===== config.mk =====
export PLATFORM = sky130hd
export DESIGN_NAME = pipe_stage_reg
export DESIGN_NICKNAME = d
export VERILOG_FILES = /design/src/rtl/pipe_stage_reg_pkg.sv /design/src/rtl/pipe_stage_reg_sat_counter.sv /design/src/rtl/pipe_stage_reg.sv
export SDC_FILE = /design/constraint.sdc
export NUM_CORES = 1
export LEC_CHECK = 0
export ABC_AREA = 1
export BUFFER_PORTS_ARGS = -buffer_cell sky130_fd_sc_hd__buf_4
export CAP_MARGIN = 10
export CORE_UTILIZATION = 48
export CTS_CLUSTER_SIZE = 10
export DETAILED_ROUTE_END_ITERATION = 12
export PLACE_DENSITY = 0.82
export SETUP_SLACK_MARGIN = 0.02
export SYNTH_ARGS = -nofsm -noshare
export SYNTH_HDL_FRONTEND = slang
export SYNTH_SLANG_ARGS = --single-unit

===== constraint.sdc =====
create_clock -name clk -period 1.6 [get_ports clk]
set_clock_uncertainty 0.05 [all_clocks]
set_input_delay 0.32 -clock clk [delete_from_list [all_inputs] [get_ports clk]]
set_output_delay 0.32 -clock clk [all_outputs]
set_load 0.03 [all_outputs]

===== src/rtl/pipe_stage_reg_pkg.sv =====
// Shared constants for MIPS32 pipeline stage registers: stall encodings and NOP payload fields.
package pipe_stage_reg_pkg;

  // CTRL stall vector bit meanings
  localparam logic Stop   = 1'b1;
  localparam logic NoStop = 1'b0;

  // NOP payload field encodings used to build per-stage NOP_DATA
  localparam logic [7:0] EXE_NOP_OP   = 8'b0000_0000;
  localparam logic [2:0] EXE_RES_NOP  = 3'b000;
  localparam logic [4:0] NOPRegAddr   = 5'b00000;
  localparam logic       WriteDisable = 1'b0;

  // Side-field value for an instruction not in a branch delay slot
  localparam logic NotInDelaySlot = 1'b0;

  // Canonical ID/EX-style NOP fields packed {aluop, alusel, wd, wreg}
  localparam int unsigned NOP_FIELDS_W = 17;

  function automatic logic [NOP_FIELDS_W-1:0] nop_fields();
    return {EXE_NOP_OP, EXE_RES_NOP, NOPRegAddr, WriteDisable};
  endfunction

endpackage


===== src/rtl/pipe_stage_reg_sat_counter.sv =====
// Saturating up-counter with synchronous reset and clear; clear wins over increment.
module sat_counter #(
  parameter int unsigned W = 16
) (
  input  logic         clk,
  input  logic         rst,
  input  logic         clr,
  input  logic         inc,
  output logic [W-1:0] q
);

  logic [W-1:0] r_q;
  logic         w_full;

  assign w_full = (r_q == {W{1'b1}});

  // Count events, stopping at all-ones
  always_ff @(posedge clk) begin
    if (rst || clr) begin
      r_q <= '0;
    end else if (inc && !w_full) begin
      r_q <= r_q + W'(1);
    end
  end

  assign q = r_q;

endmodule


===== src/rtl/pipe_stage_reg.sv =====
// Inter-stage pipeline register with stall/bubble/hold/flush handling and event counters.
module pipe_stage_reg
  import pipe_stage_reg_pkg::*;
#(
  parameter int unsigned       DATA_W   = 64,
  parameter int unsigned       SIDE_W   = 1,
  parameter int unsigned       STALL_W  = 6,
  parameter int unsigned       STAGE    = 2,
  parameter int unsigned       CNT_W    = 16,
  parameter logic [DATA_W-1:0] NOP_DATA = '0
) (
  input  logic               clk,
  input  logic               rst,
  input  logic [STALL_W-1:0] stall,
  input  logic               flush,
  input  logic               cnt_clr,
  input  logic               in_valid,
  input  logic [DATA_W-1:0]  in_data,
  input  logic [SIDE_W-1:0]  in_side,
  output logic               out_valid,
  output logic [DATA_W-1:0]  out_data,
  output logic [SIDE_W-1:0]  out_side,
  output logic [CNT_W-1:0]   bubble_cnt,
  output logic [CNT_W-1:0]   hold_cnt
);

  // Own stall bit and the next stage's stall bit must both exist in the vector
  if (STAGE + 2 > STALL_W) begin : g_bad_stage
    $error("pipe_stage_reg: STAGE must be <= STALL_W-2");
  end

  localparam logic [SIDE_W-1:0] SIDE_RST = {SIDE_W{NotInDelaySlot}};

  logic              r_valid;
  logic [DATA_W-1:0] r_data;
  logic [SIDE_W-1:0] r_side;
  logic              w_s;
  logic              w_n;
  logic              w_bubble;
  logic              w_hold;

  assign w_s      = (stall[STAGE] == Stop);
  assign w_n      = (stall[STAGE+1] == Stop);
  assign w_bubble = !flush && w_s && !w_n;
  assign w_hold   = !flush && w_s && w_n;

  // Payload register: reset > flush > advance > bubble > hold
  always_ff @(posedge clk) begin
    if (rst || flush) begin
      r_valid <= 1'b0;
      r_data  <= NOP_DATA;
      r_side  <= SIDE_RST;
    end else if (!w_s) begin
      r_valid <= in_valid;
      r_data  <= in_valid ? in_data : NOP_DATA;
      r_side  <= in_side;
    end else if (!w_n) begin
      // Bubble keeps the side field so a delay-slot flag survives the stall
      r_valid <= 1'b0;
      r_data  <= NOP_DATA;
    end
  end

  assign out_valid = r_valid;
  assign out_data  = r_data;
  assign out_side  = r_side;

  sat_counter #(.W(CNT_W)) u_bubble_cnt (
    .clk (clk),
    .rst (rst),
    .clr (cnt_clr),
    .inc (w_bubble),
    .q   (bubble_cnt)
  );

  sat_counter #(.W(CNT_W)) u_hold_cnt (
    .clk (clk),
    .rst (rst),
    .clr (cnt_clr),
    .inc (w_hold),
    .q   (hold_cnt)
  );

endmodule


# After elaboration in Yosys (flattened, before gate mapping)
# Index checks and enable logic that the tools add are counted.
[totals]
wordCells = 26
in_bits = 76
mem_bits_rw = 0
mem_count = 0
romBits = 0
reg_bits = 98
latch_bits = 0
[classes]
multipliers = 0
reduce_logical = 11
n_lt_le_gt_ge = 0
eq_ne = 3
n_mux = 5
n_addsub = 2
shifts = 0
n_bitwise = 0
n_div = 0
[ops]
columns = ["cell", "count"]
rows = [
  ["64-bit 2-to-1 mux", 3],
  ["16-bit by 1-bit adder with 16-bit output (second input constant)", 2],
  ["16-bit == test (second input constant)", 2],
  ["1-bit logical AND", 5],
  ["1-bit zero test", 4],
  ["1-bit logical OR", 2],
  ["1-bit 2-to-1 mux", 2],
  ["2-bit != test (second input constant)", 1],
]

# Depth between registers and ports, before layout
[depth]
ltp_word = 4
ltp_mapped = 9
depth_no_buf = 9

# Hierarchy
# Synthesis repeated with hierarchy kept, for this count alone.
[hier_totals]
hier_cells = 593
hier_area_um2 = 4645.7
[by_module_without_submodules]
columns = ["mod", "cells_each", "n_inst", "seq_area_each_um2", "area_per_inst_um2"]
rows = [
  ["pipe_stage_reg", 305, 1, 1321.3, 2728.9],
  ["sat_counter", 144, 2, 320.3, 958.4],
]

# Worst setup path after synthesis
# OpenSTA, ideal clock, no wires.
[synth_path]
path_kind = "reg-to-reg"
startpoint = "reg u_bubble_cnt.r_q[0] (netlist: u_bubble_cnt.q[0])"
endpoint = "reg u_bubble_cnt.r_q[10] (netlist: u_bubble_cnt.q[10])"
path_buffers = 1
setup_time_ns = 0.116
required_ns = 1.434
t_arrival_ns = 1.500
path_stages_with_launch = 8
setup_slack_ns = -0.065
synth_period_minus_slack_ns = 1.665
path_cell_list = "dfxtp_1 > ha_1 > nand3_1 > nor2_4 > nand3_4 > buf_6 > a21oi_1 > nor2_1"
[synth_via]
elab_chain_len = 3
word_cells_on_any_way = 4
classes_between = "add/sub (1); eq/ne (1); reduce/logical (2)"
[synth_lines]
columns = ["item", "line_no", "source"]
rows = [
  ["from (decl)", "pipe_stage_reg_sat_counter.sv:12", "logic [W-1:0] r_q;"],
  ["from (signal assigned)", "pipe_stage_reg_sat_counter.sv:22", "r_q <= r_q + W'(1);"],
  ["parallel branches: the longest is 3 deep, another holds 16-bit by 1-bit adder with 16-bit output", "n/a", ""],
]
# Parallel ways; which one is timed is not known.
# A chain may end at the register's enable or synchronous reset.

# Final worst setup path
[layout_path]
startpoint = "reg u_bubble_cnt.r_q[0] (netlist: u_bubble_cnt.q[0])"
endpoint = "reg u_bubble_cnt.r_q[4] (netlist: u_bubble_cnt.q[4])"
# Same word-level chain as after synthesis.

==> metrics.yaml <==
status: "complete, no violations"
dr_total_vias: 4376
synth_xor_area_frac: 0
ios: 174
min_period_over_period: 0.9202
die_y_um: 94.96
synth_cell_types: 22
wl_per_cell_um: 12.52
area_growth_pct: 42.08
tns_ps: 0
dp_hpwl_um: 7983
synth_top_cell_by_area: "dfxtp_1"
fillCellCount: 672
finalSetupViolations: 0
synth_top_family_by_area: "simple AND/OR/NAND/NOR gates"
synth_area_per_cell_um2: 6.890
grt.busiest_layer: "met2"
first_pass_iters: 6
cp-endpoint: "u_bubble_cnt.q[4]"
start_util: 0.4998
reg2regPathDepth: 6
worstPathCellList: "ha_2 -> nand3_1 -> nor2_4 -> nand3_4 -> a21oi_1 -> nor2_1"
io_buffers: 169
routed_wl_um: 11060
critPathSlowestCell: "dfxtp_2"
grt_max_degree: 67
synth_fp_nets: 680
cts.sinks: 98
synth.cell_area_mm2: 0.004148
power_density_mw_per_mm2: 820.2
yosysWarningCount: 0
tightest_slew_ps: 331.5
synth_cells: 602
arrival_ps: 1670
synth_top_cell_area_share: 0.4730
rsz0062_at_grt: "true"
p_leak_nw: 2.492
pre_cts_ws_ps: 78.20
drive_above_1_share: 0.2905
finalNetCount: 852
core_area_mm2: 0.008299
drtAntennaViolNets: 0
insertion_delay_ps: 350
crit_type: "reg -> reg"
crit_start: "u_bubble_cnt.q[0]"
antenna_found_initial: 0
p_switching_w: 0.001105
pwr-share-clk: 0.388
grt_overflow_total: 0
crit_path_max_fanout: 18
synth_area_leaders: "dfxtp_1 47%, nand2_1 19%, a21oi_1 11%"
grt_use_met3: 0.04750
cts.clk_slew.worst_paths_ps: 100
diodes: 0
drc: 0
clock-root-buffer: "clkbuf_8"
synthAdderAreaFrac: 0.006033
hold_viol: 0
rows: 33
swShare: 0.2286
drt_iter0_drc: 122
relSlewSlack: 0.7790
synth_compound_area_frac: 0.1098
hold_class: "in -> reg"
grtUsageTotal: 0.2338
vias_per_cell: 4.956
ir_drop_v: 0.0005182
die_x_um: 94.96
clockBufferDepth: 2
grtUsageMet2: 0.4101
grt_pass1_wl_um: 16790
fin_ws_ps: 127.7
cap_violations: 0
period_minus_slack_ps: 1472
rrSetupSlack_ps: 130
p_int_w: 0.003729
grt_pass1_vias: 3894
end_kind: "flip-flop"
cts_tree: "built"
yosys.area_share.simple: 0.3490
synth_edf_count: 0
rr_endpoint: "u_bubble_cnt.q[4]"
max_freq_mhz: 679.2
maxSlewViolCount: 0
hold_buffers: 0
cp-start-kind: "flip-flop"
p_comb_frac: 0.097
ys_ff_latch: 98
cp.required_ps: 1790
synth.area.mux_share: 0
regToRegStartpoint: "u_bubble_cnt.q[0]"
slowest_delay_ps: 370
cts_max_level: 3
ys.flop_type: "dfxtp_1"
numCtsBuffers: 9
die_area_mm2: 0.009016
gp_congestion: 0.8930
ys_seq_area_frac: 0.4730
p_seq_frac: 0.515
async_flop_share: 0
grt_util_met1: 0.2763
==> critical path, delay by kind of cell (launching register included) <==
family | cells | cell delay, ps
adders and majority gates | 1 | 200
AOI/OAI and AO/OA | 1 | 200
DFF | 1 | 370
and+or+nand+nor | 4 | 540
==> sequential cells by signal (all words and copies together) (netlist names) <==
| signal | flops |
|---|---|
| out_data | 64 |
| out_valid | 1 |
| u_bubble_cnt.q | 16 |
| u_hold_cnt.q | 16 |
| out_side | 1 |
==> through the flow <==
step / total power [W] / area [um^2] / hold slack (ps) / std cells / util
after floorplan: 0.002768 / 4150 / 412.7 / 602 / -
after global placement: 0.003006 / 5595 / 398.1 / 865 / 0.6742
after detailed placement: 0.003017 / 5595 / 405.2 / 865 / 0.6742
after CTS: 0.004878 / 5832 / 143.8 / 880 / 0.7027
after global routing: 0.005025 / 5893 / 144.1 / 883 / 0.7101
final: 0.004834 / 5893 / 155.2 / 883 / 0.7101
==> worst min path at each step <==
stage,startpoint,to,slack [ps],cells past startpoint
finish,in_data[2],out_data[2],160,3
global route,in_data[54],out_data[54],140,3
detailed placement,out_side,out_side,410,2
CTS,in_data[2],out_data[2],140,3
global placement,out_side,out_side,400,2
floorplan,in_side,out_side,410,2
==> repair_timing <==
| item | 4_1_cts | 5_1_grt |
|---|---|---|
| resized for setup | 0 | 16 |
| endpoints found under the setup margin | 0 | 26 |
| setup buffers | 0 | 1 |
==> synthesized netlist by cell type (2+ instances only) <==
library cell  instances
nand4_1               4
inv_2                 2
a21oi_1              90
buf_2                14
nor2_2                3
nor2_4                4
buf_6                 2
inv_1                32
dfxtp_1              98
nand2_1             214
nor3_1                3
nor2_1               81
nand3_1              35
ha_1                  2
clkbuf_1             10
nand3b_1              2
==> kinds of logic (layout without fill, tap and decap cells) <==
family          after synthesis  in the layout
compound gates               91             91
simple gates                351            351
buf+inv                      60            236
fa+ha+maj                     2              2
flops                        98             98
==> power groups by stage <==
stage	Sequential, W	Clock [W]	Combinational [W]
6_report	0.00249	0.00187	0.000470
5_1_grt	0.00249	0.00202	0.000509
4_1_cts	0.00249	0.00192	0.000472
3_5_place_dp	0.00255	0	0.000471
3_3_place_gp	0.00254	0	0.000463
2_1_floorplan	0.00261	0	0.000158
==> area by class of cell <==
type | instances | area (um^2) | share of cell area
multi-input combinational | 444 | 1956 | 0.3318
sequential | 98 | 1968 | 0.3340
tap | 105 | 131.4 | 0.02229
clock buffer | 9 | 123.9 | 0.02102
timing repair buffer | 187 | 1474 | 0.2501
inverter | 34 | 127.6 | 0.02166
clock inverter | 6 | 112.6 | 0.01911
==> cell usage in the layout, fill, tap and decap left out <==
cell / count
nand3_4: 1
nor2_4: 5
nor3_1: 3
nand3_1: 35
nand2_1: 213
inv_1: 31
dfxtp_2: 5
o21ai_1: 1
clkinv_2: 1
inv_2: 3
dfxtp_1: 93
buf_4: 180
clkbuf_8: 9
a21oi_1: 90
ha_2: 1
or2_2: 1
nand3_2: 1
nor2_2: 4
bufinv_16: 3
nor2_1: 79
ha_4: 1
buf_12: 5
nand2_2: 2
nand3b_1: 2
nand4_1: 4
buf_6: 2
and2_1: 1
inv_6: 2
==> per-layer routing <==
layer | share of wire | vias to the layer above | wire [um]
li1 | - | 2255 | -
met1 | 0.41 | 1942 | 4575
met3 | 0.063 | 21 | 696
met5 | 0 | - | 0
met2 | 0.50 | 158 | 5544
met4 | 0.022 | 0 | 240
Note: power is estimated with default switching activity, not from simulation.
